[src/rtl/uart_rx_param.sv]
// uart_rx_param: parametrised UART receiver with 3-sample mid-bit majority
// voting, false-start rejection, and framing/parity/break reporting.
//
// Parameters:
//   CLKS_PER_BIT  clock cycles per bit period (8..65535)
//   DATA_BITS     data bits per character (5..9)
//   PARITY        0 = none, 1 = even, 2 = odd
//   STOP_BITS     1 or 2
//
// Ports:
//   i_clk         system clock, rising edge
//   i_rst_n       synchronous reset, active low
//   i_rxd         asynchronous serial line, idles high
//   o_data        received character, LSB = first bit on the wire
//   o_data_valid  one-cycle pulse; o_data and flags valid in this cycle
//   o_frame_err   a stop bit was sampled low
//   o_parity_err  parity mismatch (always 0 when PARITY = 0)
//   o_break       data, parity and first stop bit all sampled low
module uart_rx_param #(
  parameter int unsigned CLKS_PER_BIT = 422,
  parameter int unsigned DATA_BITS    = 8,
  parameter int unsigned PARITY       = 0,
  parameter int unsigned STOP_BITS    = 1
) (
  input  logic                 i_clk,
  input  logic                 i_rst_n,
  input  logic                 i_rxd,
  output logic [DATA_BITS-1:0] o_data,
  output logic                 o_data_valid,
  output logic                 o_frame_err,
  output logic                 o_parity_err,
  output logic                 o_break
);

  localparam int unsigned CW = $clog2(CLKS_PER_BIT);
  localparam int unsigned H  = CLKS_PER_BIT / 2;

  localparam logic [CW-1:0] CNT_LAST = CW'(CLKS_PER_BIT - 1);
  localparam logic [CW-1:0] CNT_S0   = CW'(H - 1);
  localparam logic [CW-1:0] CNT_S1   = CW'(H);
  localparam logic [CW-1:0] CNT_DEC  = CW'(H + 1);
  localparam logic [3:0]    IDX_LAST = 4'(DATA_BITS - 1);
  localparam logic [3:0]    STOP_LAST = 4'(STOP_BITS - 1);

  typedef enum logic [2:0] {
    S_IDLE,
    S_START,
    S_DATA,
    S_PARITY,
    S_STOP,
    S_WAIT_IDLE
  } state_t;

  state_t               state;
  logic                 rx_meta;
  logic                 rxs;
  logic [CW-1:0]        cnt;
  logic [3:0]           idx;
  logic                 s0;
  logic                 s1;
  logic [DATA_BITS-1:0] sh;
  logic                 par_err;
  logic                 brk_ok;
  logic                 first_stop_low;

  logic vote;
  logic dec;
  logic wrap;
  logic cur_first_low;
  logic fe_now;
  logic brk_now;

  always_comb begin
    // Third sample is the live rxs on the decision cycle itself.
    vote = (s0 & s1) | (s0 & rxs) | (s1 & rxs);
    dec  = (cnt == CNT_DEC);
    wrap = (cnt == CNT_LAST);
    // On the first stop bit the live vote is the first-stop value; on the
    // second one the value recorded earlier is used.
    cur_first_low = (idx == 4'd0) ? ~vote : first_stop_low;
    fe_now        = cur_first_low | ~vote;
    brk_now       = brk_ok & cur_first_low;
  end

  always_ff @(posedge i_clk) begin
    if (!i_rst_n) begin
      state          <= S_IDLE;
      rx_meta        <= 1'b1;
      rxs            <= 1'b1;
      cnt            <= '0;
      idx            <= '0;
      s0             <= 1'b1;
      s1             <= 1'b1;
      sh             <= '0;
      par_err        <= 1'b0;
      brk_ok         <= 1'b0;
      first_stop_low <= 1'b0;
      o_data         <= '0;
      o_data_valid   <= 1'b0;
      o_frame_err    <= 1'b0;
      o_parity_err   <= 1'b0;
      o_break        <= 1'b0;
    end else begin
      rx_meta <= i_rxd;
      rxs     <= rx_meta;

      o_data_valid <= 1'b0;
      o_frame_err  <= 1'b0;
      o_parity_err <= 1'b0;
      o_break      <= 1'b0;

      if (state == S_IDLE || state == S_WAIT_IDLE || wrap) begin
        cnt <= '0;
      end else begin
        cnt <= cnt + CW'(1);
      end

      if (cnt == CNT_S0) s0 <= rxs;
      if (cnt == CNT_S1) s1 <= rxs;

      case (state)
        S_IDLE: begin
          if (!rxs) begin
            state          <= S_START;
            brk_ok         <= 1'b1;
            par_err        <= 1'b0;
            first_stop_low <= 1'b0;
          end
        end

        S_START: begin
          if (dec && vote) begin
            state <= S_IDLE;
            cnt   <= '0;
          end else if (wrap) begin
            state <= S_DATA;
            idx   <= '0;
          end
        end

        S_DATA: begin
          if (dec) begin
            sh     <= {vote, sh[DATA_BITS-1:1]};
            brk_ok <= brk_ok & ~vote;
          end
          if (wrap) begin
            if (idx == IDX_LAST) begin
              idx   <= '0;
              state <= (PARITY != 0) ? S_PARITY : S_STOP;
            end else begin
              idx <= idx + 4'd1;
            end
          end
        end

        S_PARITY: begin
          if (dec) begin
            if (PARITY == 2) begin
              par_err <= ~(^sh ^ vote);
            end else begin
              par_err <= ^sh ^ vote;
            end
            brk_ok <= brk_ok & ~vote;
          end
          if (wrap) begin
            state <= S_STOP;
            idx   <= '0;
          end
        end

        S_STOP: begin
          if (dec) begin
            if (idx == STOP_LAST) begin
              // Character completes mid-stop-bit so a following start edge
              // is never missed.
              o_data       <= sh;
              o_data_valid <= 1'b1;
              o_frame_err  <= fe_now;
              o_parity_err <= par_err;
              o_break      <= brk_now;
              state        <= fe_now ? S_WAIT_IDLE : S_IDLE;
              cnt          <= '0;
              idx          <= '0;
            end else begin
              first_stop_low <= ~vote;
            end
          end else if (wrap) begin
            idx <= idx + 4'd1;
          end
        end

        S_WAIT_IDLE: begin
          if (rxs) state <= S_IDLE;
        end

        default: state <= S_IDLE;
      endcase
    end
  end

endmodule

[config.mk]
export PLATFORM = sky130hd
export DESIGN_NAME = uart_rx_param
export DESIGN_NICKNAME = d
export VERILOG_FILES = /design/src/rtl/uart_rx_param.sv
export SDC_FILE = /design/constraint.sdc
export NUM_CORES = 1
export LEC_CHECK = 0
export ABC_AREA = 0
export ABC_CLOCK_PERIOD_IN_PS = 4000
export BUFFER_PORTS_ARGS = -buffer_cell sky130_fd_sc_hd__buf_2
export CAP_MARGIN = 20
export CORE_UTILIZATION = 55
export CTS_CLUSTER_DIAMETER = 100
export DETAILED_ROUTE_END_ITERATION = 10
export MAX_ROUTING_LAYER = met4
export PLACE_DENSITY = 0.76
export SYNTH_ARGS = -nofsm -noshare
export SYNTH_HDL_FRONTEND = slang
export SYNTH_SLANG_ARGS = --single-unit
[constraint.sdc]
create_clock -name i_clk -period 4 [get_ports i_clk]
set_input_delay 0.2 -clock i_clk [delete_from_list [all_inputs] [get_ports i_clk]]
set_output_delay 0.2 -clock i_clk [all_outputs]
set_load 0.01 [all_outputs]
======== Yosys cells after proc, flatten, opt, wreduce, memory -nomap -nowiden ========
Cells that the tools add are included.
word-level totals
  register bits after elaboration ......... 43
  latch bits .............................. 0
  bits in writable memories ............... 0
  memory bits (read-only) ................. 0
  input port bits ......................... 3
  output and inout port bits .............. 12
  word-level logic and storage cells ...... 107
  memories ................................ 0
cells by class
  add/subtract/negate cells ............... 2
  multiply operators ...................... 0
  div/mod/pow operators ................... 0
  $lt $le $gt $ge ......................... 0
  eq/ne operators ......................... 24
  shifts and indexed selects .............. 0
  muxes and demuxes ....................... 35
  bitwise operators ....................... 10
  reduce and logical (&&, ||, !) cells .... 20
operator list
  cell                                                             count
  9-bit 2-to-1 mux                                                 4
  3-bit 2-to-1 mux                                                 10
  4-bit 2-to-1 mux                                                 7
  9-bit by 8-bit == test with 1-bit output, second input constant  3
  2-bit != test, second input constant                             10
  3-bit one-hot mux with 6 select lines                            1
  9-bit one-hot mux with 2 select lines                            1
  4-bit one-hot mux with 4 select lines                            1
  3-bit AND reduction                                              4
  9-bit by 1-bit adder with 9-bit output, second input constant    1
  9-bit == test, second input constant                             1
  3-bit != test, second input constant                             3
  1-bit 2-to-1 mux                                                 8
  4-bit AND reduction                                              2
  8-bit AND reduction                                              1
  8-bit XOR reduction                                              1
  3-bit by 2-bit == test with 1-bit output, second input constant  2
  3-bit == test, second input constant                             2
  1-bit one-hot mux with 2 select lines                            3
  2-bit nonzero test                                               3
  1-bit AND                                                        5
  5-bit AND reduction                                              1
  4-bit by 1-bit adder with 4-bit output, second input constant    1
  4-bit by 3-bit == test with 1-bit output, second input constant  1
  other kinds (12)                                                 15

======== Longest topological paths before layout ========
  depth in word-level cells ............... 10
  depth in mapped cells ................... 8
  gate-level depth less buffers ........... 7

======== Worst setup path after synthesis ========
Ideal clock, no wire load.
  kind .................................... register to register
  start ................................... register cnt[0]
  end ..................................... register idx[2]
  setup time .............................. 0.117 ns
  arrival ................................. 1.802 ns
  data required time ...................... 3.883 ns
  slack ................................... 2.081 ns
  stages on the path, launching flop included .. 8
  path buffers ............................ 0
  clock period less this slack ............ 1.919 ns
  cell sequence ........................... dfxtp_1 inv_1 ha_1 and4_1 a31o_4 a221oi_4 o31ai_1 a32o_1
on the way
  longest elaborated chain between the ends .. 4
  elaborated cells between the ends (all ways) .. 12
  those cells by class .................... 6 x eq/ne; 4 x mux; 2 x reduce/logical
ends and longest elaborated chain
  item                                                                                 RTL line  source
  start, declared                                                                      57        logic [CW-1:0] cnt;
  start signal, assigned                                                               115       cnt <= cnt + CW'(1);
  9-bit == test / 9-bit by 8-bit == test with 1-bit output (equally long branches)     77, 76
  4-bit 2-to-1 mux / 1-bit logical AND (equally long branches)                         --
  4-bit 2-to-1 mux / 2-bit != test (equally long branches)                             --
  4-bit one-hot mux with 4 select lines / 5-bit AND reduction (equally long branches)  --
  end signal, assigned                                                                 151       idx <= idx + 4'd1;
  end signal, assigned                                                                 188       idx <= idx + 4'd1;
  end, declared                                                                        58        logic [3:0] idx;
Several ways; a longest one is shown, not always the timed one. The select of a mux whose other input is x is not followed.
A chain may end at the register's enable or synchronous reset.

======== Worst setup path after layout ========
Same ends and word-level chain as after synthesis.

==> impl_metrics.ini <==
[setup_path]
path_class = reg2reg
cp.required_ns = 4.19
cp-start-kind = flop
cpMaxStageDelayCell = a221oi_4
crit_path_max_fanout = 8
cp.arrival_ns = 2.26
slowest_delay_ns = 0.43
cp_cell_sequence = inv_1, ha_1, and4_1, a31o_4, a221oi_4, o31ai_1, a32o_1
cp-end-kind = flop

[clock_network]
clock_sinks = 43
cts-root-buf = clkbuf_8
cts_tree = yes
cts_max_level = 2
postCtsSetupBuffers = 0
cts_resized = 0
path_clk_slew_ns = 0.07
cts_buffers = 5
ctsHoldBuffers = 0
clock_latency_ns = 0.30
clk_path_buf_depth = 2

[timing]
fin_crit_sh = 0.5170
whs_ns = 0.08919
clock_skew_ns = 0.01188
maxSlewHeadroom = 0.5464
fmax_ghz = 0.4836
finalHoldViolCount = 0
final.setup.tns_ns = 0
slew_viol_final = 0
rsz0062_at_grt = no
setup_viol = 0
period_minus_slack_ns = 2.068
worstMarginPinSlew_ns = 0.6797

[synthesis]
synth_cells = 227
synth-edff-count = 0
avgSynthCellArea_um2 = 9.188
synth.largest_area_cell = dfxtp_1
synthTopCellsByArea = dfxtp_1, mux2i_1, nor2_1
synth_nets = 236
synth.most_common_cell = dfxtp_1
synth_commonest_cells = dfxtp_1, nor2_1, mux2i_1, nand2_1, xnor2_1
ys_ff_latch = 43
ys_warn_count = 0
seq_area_frac_synth = 0.4127
netlist_area_um2 = 2086
synth_flop_cell = dfxtp_1
synth_top_area_share = 0.4127
ys_async_sr_fraction = 0
yosysUniqueCellTypes = 50

[die]
core_region_area_um2 = 3661
num_rows = 22
die_w_um = 63.58
initial_core_util = 0.5697
die_y_um = 63.58
io_pins = 15
fp.dieArea_um2 = 4042

[placed_design]
dp_hpwl_mm = 2.689
place_congestion = 0.8508
numPortBuffers = 14
dp_cells = 279

[run_status]
outcome = complete, no violations

[layout]
final_nets = 247
num-fill-cells = 315
antenna_cells = 0
layout-drive-gt1-share = 0.1255
areaGrowthSynthToFinish_pct = 8.398
post-route-util = 0.6176
final_cells = 287

[detailed_routing]
drcViolationCount = 0
wire_per_inst_um = 13.55
routed_wirelength_mm = 3.888
drt_pass1_iterations = 4
vias_per_cell = 5.589
via_count = 1604
drtIter0Drc = 111
ant_nets = 0

[global_route]
track_usage = 0.2125
grt_max_degree = 24
grt_pass1_vias = 1448
grt_pass1_wl_mm = 6.513
grt_antenna_before_repair = 0
grt.overflow.total = 0

[job]
max-cap-violations = 0

[power]
p_per_area_nw_per_um2 = 380.2
ir_worst_vdd_uv = 265.3
leakage_nw = 0.8982

[hold_path]
min_path_type = in2reg
[where the power goes]
| part | internal [mW] | leakage, nW | switching [mW] | total, mW |
|---|---|---|---|---|
| combinational | 0.0462 | 0.510 | 0.0720 | 0.118 |
| sequential | 0.440 | 0.347 | 0.0269 | 0.467 |
| clock | 0.122 | 0.0412 | 0.152 | 0.274 |
[area by class of cell]
class	instances	area, µm²	area share
tap	48	60.06	0.02656
sequential	43	860.8	0.3807
inverter	10	37.54	0.01660
timing repair buffer	15	77.57	0.03431
multi-input combinational	163	1140	0.5041
clock buffer	6	72.57	0.03210
clock inverter	2	12.51	0.005534
[registers in the layout, summed over array words and instances, names as in the netlist]
signal	flops
brk_ok	1
cnt	9
first_stop_low	1
idx	4
o_break	1
o_data	8
o_data_valid	1
o_frame_err	1
o_parity_err	1
par_err	1
rx_meta	1
rxs	1
s0	1
s1	1
sh	8
state	3
[cell usage in the layout (no fill, tap or decap), drive strengths merged, types with 6 or more instances in the layout]
| master | instances |
|---|---|
| inv | 10 |
| clkbuf | 6 |
| nand3 | 9 |
| buf | 15 |
| dfxtp | 43 |
| xnor2 | 11 |
| nor2 | 34 |
| nand2 | 17 |
| ha | 6 |
| mux2i | 19 |
[layer usage]
| metal | share of wire | global-route usage | vias to the layer above |
|---|---|---|---|
| li1 | - | - | 817 |
| met1 | 0.51 | 0.2740 | 755 |
| met2 | 0.44 | 0.3152 | 28 |
| met3 | 0.040 | 0.04891 | 4 |
| met4 | 0.0098 | 0.09375 | 0 |
| met5 | 0 | - | - |
[final timing paths]
kind | start | endpoint | slack (ns) | cells past startpoint
worst max-delay path | cnt[0]$_SDFF_PN0_ | idx[2]$_SDFFE_PN0P_ | 1.93 | 7
worst min-delay path | i_rxd | rx_meta$_SDFF_PN1_ | 0.09 | 2
worst max register to register | cnt[0]$_SDFF_PN0_ | idx[2]$_SDFFE_PN0P_ | 1.93 | 7
worst min register to register | rx_meta$_SDFF_PN1_ | rxs$_SDFF_PN1_ | 0.41 | 1
[worst max-delay path, delay by kind of cell, from the launching register on]
| family | cells | cell delay [ns] |
|---|---|---|
| compound gates | 4 | 1.09 |
| fa+ha+maj | 1 | 0.20 |
| buf+inv | 1 | 0.10 |
| simple gates | 1 | 0.18 |
| flops | 1 | 0.40 |
[logic make-up after synthesis]
kind of cell	share of synthesized area
AOI/OAI and AO/OA	0.1062
xor gates and xnor gates	0.06539
adders and majority gates	0.04139
buffers and inverters	0.04080
DFF	0.4127
muxes	0.09658
and+or+nand+nor	0.2370
[per-stage QoR]
stage                     power (mW)  cell area (µm²)  worst slack (ns)
final                         0.8596             2261             1.932
after global routing          0.8973             2261             1.785
after CTS                     0.8642             2261             1.910
after detailed placement      0.5935             2176             1.933
after global placement        0.5897             2176             2.002
after floorplan               0.5677             2086             2.081
No activity file was read; power rests on OpenSTA's default activity.
